==> src/rtl/branch_predictor_if.sv <==
// Fetch/EX-facing bundle of the branch predictor: combinational lookup,
// resolve/update, mispredict flag and table flush.
interface branch_predictor_if;
   logic        lookup_en;
   logic [31:0] lookup_pc;
   logic        pred_taken;
   logic [31:0] pred_target;
   logic        upd_valid;
   logic [31:0] upd_pc;
   logic        upd_taken;
   logic [31:0] upd_target;
   logic        upd_pred_taken;
   logic [31:0] upd_pred_target;
   logic        mispredict;
   logic        flush_table;

   modport master (
      output lookup_en, lookup_pc, upd_valid, upd_pc, upd_taken, upd_target,
             upd_pred_taken, upd_pred_target, flush_table,
      input  pred_taken, pred_target, mispredict
   );

   modport slave (
      input  lookup_en, lookup_pc, upd_valid, upd_pc, upd_taken, upd_target,
             upd_pred_taken, upd_pred_target, flush_table,
      output pred_taken, pred_target, mispredict
   );
endinterface

==> src/rtl/branch_predictor.sv <==
// Direct-mapped branch target buffer with saturating direction counters,
// a mispredict detector for the hazard unit and saturating perf counters.
module branch_predictor #(
   parameter int INDEX_BITS = 4,
   parameter int CTR_BITS   = 2,
   parameter int MODE       = 1,
   parameter int PERF_BITS  = 32
) (
   input  logic                 CLK,
   input  logic                 nRST,
   branch_predictor_if.slave    bp,
   output logic [PERF_BITS-1:0] perf_lookups,
   output logic [PERF_BITS-1:0] perf_mispredicts
);
   localparam int ENTRIES  = 1 << INDEX_BITS;
   localparam int TAG_BITS = 30 - INDEX_BITS;
   localparam logic [CTR_BITS-1:0] CTR_WEAK_T  = CTR_BITS'(1 << (CTR_BITS - 1));
   localparam logic [CTR_BITS-1:0] CTR_WEAK_NT = CTR_WEAK_T - CTR_BITS'(1);
   localparam logic [CTR_BITS-1:0] CTR_MAX     = '1;

   logic                valid_q  [ENTRIES];
   logic [CTR_BITS-1:0] ctr_q    [ENTRIES];
   logic [TAG_BITS-1:0] tag_q    [ENTRIES];
   logic [31:0]         target_q [ENTRIES];

   logic [INDEX_BITS-1:0] lk_idx;
   logic [TAG_BITS-1:0]   lk_tag;
   logic                  lk_hit;
   logic [INDEX_BITS-1:0] up_idx;
   logic [TAG_BITS-1:0]   up_tag;
   logic                  up_hit;
   logic                  unused_pc_bits;

   assign lk_idx = bp.lookup_pc[INDEX_BITS+1:2];
   assign lk_tag = bp.lookup_pc[31:INDEX_BITS+2];
   assign up_idx = bp.upd_pc[INDEX_BITS+1:2];
   assign up_tag = bp.upd_pc[31:INDEX_BITS+2];
   assign unused_pc_bits = ^{bp.lookup_pc[1:0], bp.upd_pc[1:0]};

   // Lookup reads pre-edge contents; no bypass from a same-cycle update.
   always_comb begin
      lk_hit         = valid_q[lk_idx] && (tag_q[lk_idx] == lk_tag);
      bp.pred_taken  = (MODE == 1) && lk_hit && ctr_q[lk_idx][CTR_BITS-1];
      bp.pred_target = bp.pred_taken ? target_q[lk_idx] : bp.lookup_pc + 32'd4;
   end

   always_comb begin
      bp.mispredict = 1'b0;
      if (bp.upd_valid) begin
         bp.mispredict = (bp.upd_taken != bp.upd_pred_taken) ||
                         (bp.upd_taken && (bp.upd_target != bp.upd_pred_target));
      end
   end

   assign up_hit = valid_q[up_idx] && (tag_q[up_idx] == up_tag);

   always_ff @(posedge CLK) begin
      if (!nRST) begin
         for (int i = 0; i < ENTRIES; i++) begin
            valid_q[i] <= 1'b0;
            ctr_q[i]   <= CTR_WEAK_NT;
         end
         perf_lookups     <= '0;
         perf_mispredicts <= '0;
      end else begin
         if (bp.lookup_en && (perf_lookups != '1))
            perf_lookups <= perf_lookups + PERF_BITS'(1);
         if (bp.mispredict && (perf_mispredicts != '1))
            perf_mispredicts <= perf_mispredicts + PERF_BITS'(1);

         if (bp.flush_table) begin
            for (int i = 0; i < ENTRIES; i++) valid_q[i] <= 1'b0;
         end else if (bp.upd_valid) begin
            if (up_hit) begin
               if (bp.upd_taken && (ctr_q[up_idx] != CTR_MAX))
                  ctr_q[up_idx] <= ctr_q[up_idx] + CTR_BITS'(1);
               else if (!bp.upd_taken && (ctr_q[up_idx] != '0))
                  ctr_q[up_idx] <= ctr_q[up_idx] - CTR_BITS'(1);
            end else if (bp.upd_taken) begin
               valid_q[up_idx] <= 1'b1;
               ctr_q[up_idx]   <= CTR_WEAK_T;
            end
         end
      end
   end

   // Tag/target need no reset; any taken update (hit or allocate) rewrites both.
   always_ff @(posedge CLK) begin
      if (nRST && !bp.flush_table && bp.upd_valid && bp.upd_taken) begin
         tag_q[up_idx]    <= up_tag;
         target_q[up_idx] <= bp.upd_target;
      end
   end
endmodule

==> src/flat_wrapper.sv <==
// flat-port wrapper written by rule: the top's interface ports become plain ports
module branch_predictor_flat 
#(
   parameter int INDEX_BITS = 4,
   parameter int CTR_BITS   = 2,
   parameter int MODE       = 1,
   parameter int PERF_BITS  = 32
)
  (CLK, nRST, perf_lookups, perf_mispredicts, bp_lookup_en, bp_lookup_pc, bp_upd_valid, bp_upd_pc, bp_upd_taken, bp_upd_target, bp_upd_pred_taken, bp_upd_pred_target, bp_flush_table, bp_pred_taken, bp_pred_target, bp_mispredict);
  branch_predictor_if bp_i ();
  input  logic CLK;
  input  logic nRST;
  output logic [PERF_BITS-1:0] perf_lookups;
  output logic [PERF_BITS-1:0] perf_mispredicts;
  input wire logic [$bits(bp_i.lookup_en)-1:0] bp_lookup_en;
  input wire logic [$bits(bp_i.lookup_pc)-1:0] bp_lookup_pc;
  input wire logic [$bits(bp_i.upd_valid)-1:0] bp_upd_valid;
  input wire logic [$bits(bp_i.upd_pc)-1:0] bp_upd_pc;
  input wire logic [$bits(bp_i.upd_taken)-1:0] bp_upd_taken;
  input wire logic [$bits(bp_i.upd_target)-1:0] bp_upd_target;
  input wire logic [$bits(bp_i.upd_pred_taken)-1:0] bp_upd_pred_taken;
  input wire logic [$bits(bp_i.upd_pred_target)-1:0] bp_upd_pred_target;
  input wire logic [$bits(bp_i.flush_table)-1:0] bp_flush_table;
  output wire logic [$bits(bp_i.pred_taken)-1:0] bp_pred_taken;
  output wire logic [$bits(bp_i.pred_target)-1:0] bp_pred_target;
  output wire logic [$bits(bp_i.mispredict)-1:0] bp_mispredict;
  assign bp_i.lookup_en = bp_lookup_en;
  assign bp_i.lookup_pc = bp_lookup_pc;
  assign bp_i.upd_valid = bp_upd_valid;
  assign bp_i.upd_pc = bp_upd_pc;
  assign bp_i.upd_taken = bp_upd_taken;
  assign bp_i.upd_target = bp_upd_target;
  assign bp_i.upd_pred_taken = bp_upd_pred_taken;
  assign bp_i.upd_pred_target = bp_upd_pred_target;
  assign bp_i.flush_table = bp_flush_table;
  assign bp_pred_taken = bp_i.pred_taken;
  assign bp_pred_target = bp_i.pred_target;
  assign bp_mispredict = bp_i.mispredict;
  branch_predictor #(.INDEX_BITS(INDEX_BITS), .CTR_BITS(CTR_BITS), .MODE(MODE), .PERF_BITS(PERF_BITS)) u_core (.CLK(CLK), .nRST(nRST), .bp(bp_i), .perf_lookups(perf_lookups), .perf_mispredicts(perf_mispredicts));
endmodule
==> config.mk <==
export PLATFORM = sky130hd
export DESIGN_NAME = branch_predictor_flat
export DESIGN_NICKNAME = d
export VERILOG_FILES = /design/src/rtl/branch_predictor_if.sv /design/src/rtl/branch_predictor.sv /design/src/flat_wrapper.sv
export SDC_FILE = /design/constraint.sdc
export NUM_CORES = 1
export LEC_CHECK = 0
export CORE_AREA = 5 5 369 371
export DETAILED_ROUTE_END_ITERATION = 8
export DIE_AREA = 0 0 374 376
export GPL_ROUTABILITY_DRIVEN = 0
export HOLD_SLACK_MARGIN = 0.05
export MAX_ROUTING_LAYER = met4
export SLEW_MARGIN = 25
export SYNTH_ARGS = -nofsm -noshare
export SYNTH_HDL_FRONTEND = slang
export SYNTH_SLANG_ARGS = --single-unit
==> constraint.sdc <==
create_clock -name CLK -period 12.2 [get_ports CLK]
set_input_delay 3.66 -clock CLK [delete_from_list [all_inputs] [get_ports CLK]]
set_output_delay 3.66 -clock CLK [all_outputs]
set_load 0.02 [all_outputs]
* Yosys cells after proc, flatten, opt, wreduce, memory -nomap -nowiden
Memories as Yosys holds them, arrays and structs flattened.
Cells that the tools add are included.
** Cells by class
- $add $sub $neg :: 5
- Equal/unequal tests :: 7
- Mux-type cells :: 51
- Bitwise gates (word level) :: 18
- Reduce and logical (&&, ||, !) cells :: 17
** Operators by type and width (number)
- 32-bit by 1-bit adder with 32-bit output, second input constant :: 2
- 32-bit inequality test, second input constant :: 2
- 26-bit equality test :: 2
- 1-bit two-way mux :: 45
- 32-bit by 3-bit adder with 32-bit output, second input constant :: 1
- 32-bit two-way mux :: 1
- 32-bit inequality test :: 1
- 1-bit OR :: 18
- 1-bit logical AND :: 11
- 4-bit two-way mux :: 2
- 2-bit two-way mux :: 3
- 2-bit by 1-bit adder with 2-bit output, second input constant :: 1
- 1-bit logical NOT :: 2
- 2-bit inequality test, second input constant :: 1
- 2-bit nonzero test :: 1
- 2-bit OR reduction :: 1
- 2-bit by 1-bit subtractor with 2-bit output, second input constant :: 1
- 1-bit logical OR :: 1
- 1-bit inequality test :: 1
- 1-bit OR reduction :: 1
** Word-level totals
- Register bits after elaboration :: 64
- Memory bits (writable) :: 976
- Bits of input ports :: 135
- Output and inout bits :: 98
- Memories :: 4
** Memories
- u_core.target_q :: words 16, bits a word 32, rd ports 1, clocked after memory_dff 0, write ports 1, line branch_predictor.sv:24 : logic [31:0] target_q [ENTRIES];
- u_core.tag_q :: words 16, bits a word 26, rd ports 2, clocked after memory_dff 0, write ports 1, line branch_predictor.sv:23 : logic [TAG_BITS-1:0] tag_q [ENTRIES];
- u_core.ctr_q :: words 16, bits a word 2, rd ports 2, clocked after memory_dff 0, write ports 16, line branch_predictor.sv:22 : logic [CTR_BITS-1:0] ctr_q [ENTRIES];
- u_core.valid_q :: words 16, bits a word 1, rd ports 2, clocked after memory_dff 0, write ports 16, line branch_predictor.sv:21 : logic valid_q [ENTRIES];

* Logic depth before layout (Yosys ltp)
Gate-level depths: netlist (run 1).
An unclocked memory read counts as a cell.
- Word-level depth :: 14
- Gate-level depth with buffers :: 15

* Worst setup path before layout (run 1)
No wires, ideal clock.
- Path type :: input to output
- From :: input bp_lookup_pc[2]
- To :: output bp_pred_target[2]
- Data arrival time :: 6.951 ns
- Setup slack :: 1.589 ns
- Stages :: 10
- Cells stage by stage :: buf_4 buf_2 mux4_2 mux4_2 xnor2_1 nand4_1 or4_4 nor4_4 buf_6 mux2i_1
** On the way
- Cells in the longest elaborated chain, start to end :: 5
- Elaborated cells on any way between the ends :: 9
- Those cells by class :: add/sub: 1; eq/ne: 1; mux: 1; reduce/logical: 2; memory: 4
** Ends and longest elaborated chain
- start, declared :: line flat_wrapper.sv:16 : input wire logic [$bits(bp_i.lookup_pc)-1:0] bp_lookup_pc;
- memory read 16 x 26 bit
- 26-bit equality test :: line branch_predictor.sv:42 : lk_hit = valid_q[lk_idx] && (tag_q[lk_idx] == lk_tag);
- 1-bit logical AND :: line branch_predictor.sv:42
- 1-bit logical AND :: line branch_predictor.sv:43 : bp.pred_taken = (MODE == 1) && lk_hit && ctr_q[lk_idx][CTR_BITS-1];
- 32-bit two-way mux (*) :: line branch_predictor.sv:44 : bp.pred_target = bp.pred_taken ? target_q[lk_idx] : bp.lookup_pc + 32'd4;
- end, declared :: line flat_wrapper.sv:25 : output wire logic [$bits(bp_i.pred_target)-1:0] bp_pred_target;
Mark *: on every way between the ends. The rest lies on a longest branch, timed or not.

* Worst setup path after layout (run 1)
- From :: input bp_lookup_pc[2]
- To :: output bp_pred_target[13]
The elaborated chain is that of the path after synthesis.

==> results.toml, run 1 <==
[sta]
fin_crit_ns = 11.83
final-hold-violation-count = 0
maxSlewHeadroom = 0.321
skew_ns = 0.0517
clock.fmax_ghz = 0.0846
drv_slew = 0
finalSetupViolations = 0
finalSetupTns_ns = 0
tightest_slew_ns = 1.02
rsz0062_at_grt = "false"
finalCritPeriodShare = 0.969

[worst_hold_path]
hold_class = "flop to flop"
min_from = "u_core.valid_q[3]"

[yosys]
synth_adder_area_share = 0.000815
synthMuxAreaShare = 0.209
synth-xor-area-share = 0.0320
synth_top_family_by_area = "multiplexers"
syn_avg_cell_area_um2 = 18.1
synth_area_mm2 = 0.0460
synth_seq_area_share = 0.661
yosys_warnings = 0
synth-seq-cells = 1040
synth.distinct_cells = 67
synth_compound_area_frac = 0.0280
yosys.area_share.simple = 0.0530
syn_nets = 2682
synth_edf_count = 960
async_flop_share = 0
netlist_instances = 2544
ys.flop_type = "edfxtp_1"

[critical_path]
worstPathArrival_ns = 8.17
cpPeakStageDelay_ns = 0.58
crit_slowest_cell = "clkdlybuf4s50_1"
timing.rr.start = "u_core.tag_q[6][17]"
path_class = "input port to output pin"
startpoint = "bp_lookup_pc[2]"
crit_top_cell = "buf_12"
cp_max_fo = 50
endpoint_kind = "output pin"
critical_path.startpoint_type = "input port"
crit_chain = "buf_8 -> buf_12 -> buf_4 -> mux4_2 -> a211oi_1 -> a21oi_1 -> xnor2_1 -> nand4b_1 -> or4_1 -> nor4_4 -> buf_12 -> mux2_1 -> clkdlybuf4s50_1"
worstPathRequired_ns = 8.54

[clock_tree]
cts.sinks = 1040
cts_made_buffers = 107
clk_path_buf_depth = 3
cts_tree = "done"
h-tree-depth = 3
clk_latency_ns = 0.71
cts_resized = 0
cts_hold_buf = 0
post_cts.repair.setup_buffers = 0
clkTransAtPathRegs_ns = 0.07
cts_root_buf = "clkbuf_16"

[floorplan]
core_region_area_mm2 = 0.133
die_w_um = 374
initial_core_util = 0.347
dieHeight_um = 376
pin_count = 233
row_count = 134
dieArea_mm2 = 0.141

[final_layout]
drive_gt1_frac = 0.221
final_util = 0.409
final_cell_mix = "960 x edfxtp_1, 353 x mux4_2, 222 x clkdlybuf4s50_1, 111 x mux2i_1, 111 x nand2_1"
fillers = 11721
finalNetCount = 2959
layout_commonest_cell = "edfxtp_1"
design_area_mm2 = 0.0543
synthToLayoutAreaGrowth_pct = 17.9
instances_no_fill = 4681

[placement]
dp_hpwl_um = 81600
post-place-cells = 4480
placed_area_mm2 = 0.0508
portBuffers = 230

[route]
first_pass_iters = 5
wl_per_cell_um = 28.7
drtAntennaViolNets = 0
via_per_inst = 5.62
wl_um = 134000
drc = 0
drt_first_iter_violations = 3080
vias = 26329

[global_routing]
grt_pass1_vias = 26490
grt_overflow = 0
grt_pass1_wl_um = 192000
grt_max_degree = 115
antenna_found_initial = 13
grt_use_total = 0.192

[pwr]
p_leak_nw = 17.2
powerDensity_mw_per_mm2 = 144
total_power_mw = 7.80
ir_drop_mv = 0.108

[outcome]
outcome = "finished, final reports clean"

[job]
maxCapViolations = 0
## path summary, 6_finish.rpt
path | endpoint | slack (ns) | depth (start not counted)
worst min-delay path | u_core.valid_q[3] | 0.46 | 2
worst max-delay path | bp_pred_target[13] | 0.37 | 13
worst min register to register | u_core.valid_q[3] | 0.46 | 2
worst max register to register | u_core.ctr_q[7][1] | 7.93 | 9
## cell usage after synthesis (5+ instances only)
cell type  instances  area [µm²]
edfxtp_1         960       28800
mux4_2           353        7950
mux2i_1          111        1110
nand2_1          111         417
xnor2_1           84         736
xor2_1            84         736
dfxtp_1           80        1600
nand3_1           72         360
nor2_1            69         259
clkbuf_1          62         233
and2_1            42         263
buf_2             39         195
nor2b_1           37         231
nand4_1           35         219
o21ai_0           35         175
nor3_1            34         170
mux2_1            29         327
a22oi_1           25         188
buf_1             25        93.8
inv_1             23        86.3
a22o_1            21         184
a21oi_1           19        95.1
mux2_2            19         214
nor4_1            18         113
nand2b_1          15        93.8
buf_4             14         105
o22ai_1           12        75.1
and3_1            11        68.8
a211oi_1          10        75.1
and4_1            10        87.6
a221oi_1           8        70.1
or3_1              6        37.5
a21boi_0           5        37.5
a21o_1             5        37.5
buf_6              5        56.3
## worst max-delay path: cells and delay by family
family                    cells  cell delay (ns)
and+or+nand+nor               3             0.91
muxes                         2             0.95
AOI/OAI and AO/OA             2             0.47
buffers and inverters         5             1.83
xor gates and xnor gates      1             0.29
## stage by stage
stage | worst slack [ns] | hold slack, ns
final | 0.375 | 0.464
after global routing | 0.0871 | 0.490
after CTS | 0.365 | 0.463
after detailed placement | 0.370 | 0.454
after global placement | 0.349 | 0.451
after floorplan | 1.59 | 0.429
## per-layer routing
| metal | wire length, µm | share of wire | track usage | up-vias |
|---|---|---|---|---|
| li1 | - | - | - | 10981 |
| met1 | 56500 | 0.42 | 0.263 | 13934 |
| met2 | 63600 | 0.47 | 0.299 | 1232 |
| met3 | 10900 | 0.081 | 0.0350 | 182 |
| met4 | 3220 | 0.024 | 0.0494 | 0 |
| met5 | 0 | 0 | - | - |
## registers in the layout, summed over array words and instances (netlist names)
register	count
u_core.tag_q	416
u_core.perf_lookups	32
u_core.target_q	512
u_core.perf_mispredicts	32
u_core.valid_q	16
u_core.ctr_q	32
## cell families (layout without fill, tap and decap cells)
group	count (synthesis)	in the layout
simple gates	474	474
compound gates	179	179
mux	512	512
buf+inv	168	533
fa+ha+maj	3	3
other cells	0	4
flops	1040	1040
xor+xnor	168	168
## layout make-up
class	instances	area, µm²	area share
Sequential cell	1040	30400	0.560
Multi-Input combinational cell	1336	15000	0.276
Timing Repair Buffer	313	3080	0.0567
Clock buffer	134	2830	0.0521
Tap cell	1768	2210	0.0407
Clock inverter	63	681	0.0125
Inverter	23	86.3	0.00159
Antenna cell	4	10.0	0.000184
## power by group
part	internal [mW]	total, mW	switching, mW
Clock	1.88	3.29	1.40
Combinational	0.248	0.594	0.346
Sequential	3.91	3.92	0.00742
No activity file was read; power rests on OpenSTA's default activity.
==> run 2: changes to the inputs <==
--- a/config.mk
+++ b/config.mk
@@ -11,7 +11,7 @@
 export GPL_ROUTABILITY_DRIVEN = 0
 export HOLD_SLACK_MARGIN = 0.05
 export MAX_ROUTING_LAYER = met4
-export SLEW_MARGIN = 25
+export SLEW_MARGIN = 20
 export SYNTH_ARGS = -nofsm -noshare
 export SYNTH_HDL_FRONTEND = slang
 export SYNTH_SLANG_ARGS = --single-unit
==> run 2 against run 1 <==
Effect of this change: combinational power about the same; clock skew increased by 0.019 ns; fmax increased by 0.14%; first-iteration DRC count shrank 7.9%; global-route usage is 0.064 points higher; utilization hardly changed; final cell count about the same; via count increased by 0.13%; critical path depth unchanged; setup slack improved by 0.016 ns; flip-flop and latch count unchanged; highest routed layer unchanged.
==> results.toml, run 2 (synthesized netlist as in run 1, its figures left out) <==
[sta]
maxSlewHeadroom = 0.307
clock.fmax_ghz = 0.0847
finalSetupTns_ns = 0
finalCritPeriodShare = 0.968
tightest_slew_ns = 1.04
final-hold-violation-count = 0
fin_crit_ns = 11.81
hold_ws_ns = 0.461
rsz0062_at_grt = "false"
skew_ns = 0.0712
drv_slew = 0
finalSetupViolations = 0

[final_layout]
fillers = 11814
final_cell_mix = "960 x edfxtp_1, 353 x mux4_2, 222 x clkdlybuf4s50_1, 111 x mux2i_1, 111 x nand2_1"
ff_latch_area_mm2 = 0.0304
synthToLayoutAreaGrowth_pct = 17.9
layout_commonest_cell = "edfxtp_1"
drive_gt1_frac = 0.220
regMostFlops = "u_core.target_q"
largest_register_ffs = 512
reg.largest.list = "u_core.target_q: 512 flops, u_core.tag_q: 416 flops"
instances_no_fill = 4685
finalNetCount = 2957
design_area_mm2 = 0.0543
multi_input_area_mm2 = 0.0150

[global_routing]
grt_pass1_vias = 26599
antenna_found_initial = 11
grt_max_degree = 115
grt_use_total = 0.193
grt_overflow = 0
grt_pass1_wl_um = 193000

[clock_tree]
clk_latency_ns = 0.75
h-tree-depth = 3
cts_tree = "done"
cts_made_buffers = 106
post_cts.repair.setup_buffers = 0
cts_resized = 0
cts_root_buf = "clkbuf_16"
cts_hold_buf = 0
clk_path_buf_depth = 3
clkTransAtPathRegs_ns = 0.06
cts.sinks = 1040

[job]
maxCapViolations = 0

[placement]
placed_area_mm2 = 0.0507
portBuffers = 230
dp_hpwl_um = 81300
post-place-cells = 4478

[route]
via_per_inst = 5.63
wl_per_cell_um = 28.7
vias = 26363
drc = 0
wl_um = 134000
drt_first_iter_violations = 2837
drtAntennaViolNets = 0
first_pass_iters = 8

[critical_path]
endpoint_kind = "output pin"
worstPathArrival_ns = 8.15
worstPathRequired_ns = 8.54
critical_path.startpoint_type = "input port"
cp_max_fo = 50
path_class = "input port to output pin"

[floorplan]
dieArea_mm2 = 0.141
pin_count = 233
die_w_um = 374
initial_core_util = 0.347
row_count = 134
core_region_area_mm2 = 0.133
dieHeight_um = 376

[pwr]
powerDensity_mw_per_mm2 = 144
total_power_mw = 7.79
p_leak_nw = 17.2
ir_drop_mv = 0.123

[worst_hold_path]
hold_class = "flop to flop"

[outcome]
outcome = "finished, final reports clean"
run 2: changes by cell type in the layout (fill, tap and decap cells not counted), sizes merged:
cell	change
bufinv	+1
clkinv	+10
diode	+4
inv	-4
clkbuf	-6
buf	-1
run 2: stage by stage:
stage,worst slack (ns),util
after detailed placement,0.357,0.382
final,0.391,0.409
after floorplan,1.59,-
after CTS,0.359,0.409
after global placement,0.349,0.382
after global routing,0.0913,0.409
run 2: critical path, cell delays in order:
cell	delay, ns
buf_8	0.47
buf_12	0.28
buf_4	0.22
mux4_2	0.51
a211oi_1	0.28
a21oi_1	0.17
xnor2_1	0.28
nand4b_1	0.11
or4_1	0.46
nor4_4	0.34
buf_12	0.28
mux2_1	0.43
clkdlybuf4s50_1	0.59
run 2: area by class of cell:
| class | count | area share |
|---|---|---|
| repair buffers | 312 | 0.0563 |
| diodes | 8 | 0.000369 |
| multi-input cells | 1336 | 0.276 |
| inverters | 23 | 0.00159 |
| clock inverters | 70 | 0.0140 |
| well taps | 1768 | 0.0407 |
| clock buffers | 128 | 0.0509 |
| flip-flops and latches | 1040 | 0.560 |
run 2: path summary, 6_finish.rpt:
| check | endpoint | startpoint | slack, ns | depth (start not counted) |
|---|---|---|---|---|
| setup / recovery | bp_pred_target[13] | bp_lookup_pc[2] | 0.39 | 13 |
| hold / removal | u_core.valid_q[3] | u_core.valid_q[3] | 0.46 | 2 |
| setup reg to reg | u_core.ctr_q[7][1] | u_core.tag_q[4][17] | 8.01 | 9 |
| hold reg to reg | u_core.valid_q[3] | u_core.valid_q[3] | 0.46 | 2 |
run 2: layer usage:
metal	wire, µm	vias to the layer above	track usage
met5	0	-	-
met2	63500	1118	0.298
met1	57400	14079	0.266
li1	-	10996	-
met3	10500	170	0.0356
met4	2920	0	0.0476
run 2: power breakdown:
part	total [mW]	internal, mW	leakage, nW	switching [mW]
Sequential	3.92	3.91	9.32	0.00738
Combinational	0.595	0.248	6.21	0.346
Clock	3.28	1.88	1.71	1.41
==> RTL change, RTL diff (settings of run 2) <==
`CTR_BITS` is set to 2 in 2 places; all go to 3.
--- a/src/rtl/branch_predictor.sv
+++ b/src/rtl/branch_predictor.sv
@@ -4,3 +4,3 @@
    parameter int INDEX_BITS = 4,
-   parameter int CTR_BITS   = 2,
+   parameter int CTR_BITS   = 3,
    parameter int MODE       = 1,
--- a/src/flat_wrapper.sv
+++ b/src/flat_wrapper.sv
@@ -4,3 +4,3 @@
    parameter int INDEX_BITS = 4,
-   parameter int CTR_BITS   = 2,
+   parameter int CTR_BITS   = 3,
    parameter int MODE       = 1,
Check against the original RTL: not settled (the Yosys comparison gave no result); the edit may change what the design does.
==> RTL change against run 2 <==
Synthesized area up 2.7%. Sequential cell count up 16. Fmax up 4.0%. Combinational power up 2%. Worst setup slack better by 0.45 ns. Routed wire length up 3.5%. Power up 2.0%. Synthesized cell count up 2.8%. Cell area up 2.2%. First-iteration DRC count up 10%. Highest routed layer unchanged.
==> RTL change: results (changes against run 2) <==
| Metric | Value |
|---|---|
| Outcome | completed |
| Met3 wire length | 11.65 mm (+12%) |
| Inserted Clock Buffers | 110 (+3.8%) |
| Number of global-route vias before repair | 27740 (+4.3%) |
| IO Port Bufs | 230 (unchanged) |
| Worst flop-to-flop path startpoint | u_core.tag_q[9][17] |
| Dpl hpwl | 85.97 mm (+5.7%) |
| Starting DRT DRC Count | 3129 (+10%) |
| Fill cells | 11680 (-1.1%) |
| Mapped Nets | 2755 (+2.7%) |
| Post-synthesis sequential area ratio | 65.37% (-0.73 points) |
| Arr. time, crit path | 7.70 ns (-0.45 ns) |
| DR pass1 iterations | 6 (-2) |
| Worst Skew | 0.06458 ns (-0.006573 ns) |
| M1 wire length | 58.52 mm (+2.0%) |
| Synth top cells by count | edfxtp_1 (976), mux4_2 (360), mux2i_1 (108) |
| Synth area leaders | edfxtp_1 (62%), mux4_2 (17%), dfxtp_1 (3.4%), mux2i_1 (2.3%), xnor2_1 (1.7%) |
| Leak pwr | 17.51 nW (+1.6%) |
| Max VDD drop | 0.0001018 V (-18%) |
| Largest regs | u_core.target_q x512, u_core.tag_q x416, u_core.ctr_q x48 |
| Count of different cell masters after synthesis | 87 (+30%) |
| Share of cells above drive strength 1 | 23.13% (+1.1 points) |
| Hold Startpoint | u_core.valid_q[12] |
| Final cell count without fillers | 4763 (+1.7%) |
| Slew HR | 22.72% (-8.0 points) |
| Total track usage | 19.97% (+0.71 points) |
| CTS H-tree lvls | 3 (unchanged) |
| Final nets | 3028 (+2.4%) |
| DP Area | 51840 um2 (+2.2%) |
| Routed len/inst | 29.17 um (+1.8%) |
| Vias | 27340 (+3.7%) |
| First-pass GRT wire length | 200.1 mm (+3.9%) |
| Worst min path class | register to register |
| Post-synth EDFFs | 976 (+1.7%) |
| Met2 Routed Length | 65.99 mm (+3.8%) |
RTL change: cell count changes after synthesis, moves of 8 or more:
cell      change
and2_1       +20
buf_1        -12
buf_6         +9
edfxtp_1     +16
nand2_1      -14
nand2b_1     -10
nand3_1      -37
nor2_1        -8
nor2_2       +11
nor2b_1      -18
nor4_1        +8
o211ai_1     +13
o21ai_0      +22
xor2_1       -10
RTL change: worst max-delay path: cells and delay by family:
family        cells  cell delay, ns
xor+xnor          1            0.37
mux               3            1.49
simple gates      3            0.51
buf+inv           4            1.58
RTL change: final cells by class:
| class | instances | area [um2] | area share [%] |
|---|---|---|---|
| inverter | 32 | 120.1 | 0.2165 |
| multi-input combinational | 1376 | 15560 | 28.05 |
| timing repair buffer | 313 | 3050 | 5.498 |
| antenna | 12 | 30.03 | 0.05412 |
| tap | 1768 | 2212 | 3.987 |
| clock inverter | 63 | 683.2 | 1.231 |
| sequential | 1056 | 30910 | 55.71 |
| clock buffer | 143 | 2917 | 5.257 |
RTL change: final timing paths:
path / endpoint / slack (ns) / cells after the start
worst max-delay path: bp_pred_target[18] / 0.84 / 11
worst min-delay path: u_core.valid_q[12] / 0.51 / 1
worst min register to register: u_core.valid_q[12] / 0.51 / 1
worst max register to register: u_core.ctr_q[4][2] / 7.06 / 14
RTL change: routing by layer:
metal,vias up,track usage [%]
met5,-,-
met4,0,4.801
met3,175,3.389
met2,1267,31.21
met1,14570,27.58
li1,11330,-
RTL change: through the flow:
step	setup WS (ns)	hold slack, ns	utilization (%)
final	0.8419	0.5084	41.84
after detailed placement	0.8018	0.4896	39.09
after CTS	0.7949	0.5050	41.81
after global placement	0.7804	0.4813	39.09
after global routing	0.5838	0.5250	41.83
after floorplan	1.625	0.4666	-
RTL change: logic make-up (layout without fill, tap and decap cells):
family	count (synthesis)	count (layout)	share of synthesized area, %
compound gates	240	240	3.588
xor+xnor	164	164	3.038
fa+ha+maj	4	4	0.1217
buf+inv	184	551	2.056
flops	1056	1056	65.37
mux	523	523	20.74
other cells	0	12	0
simple gates	445	445	5.086
RTL change: where the power goes:
part	internal (mW)	switching, mW
Clock	1.91	1.46
Combinational	0.254	0.355
Sequential	3.97	0.00815
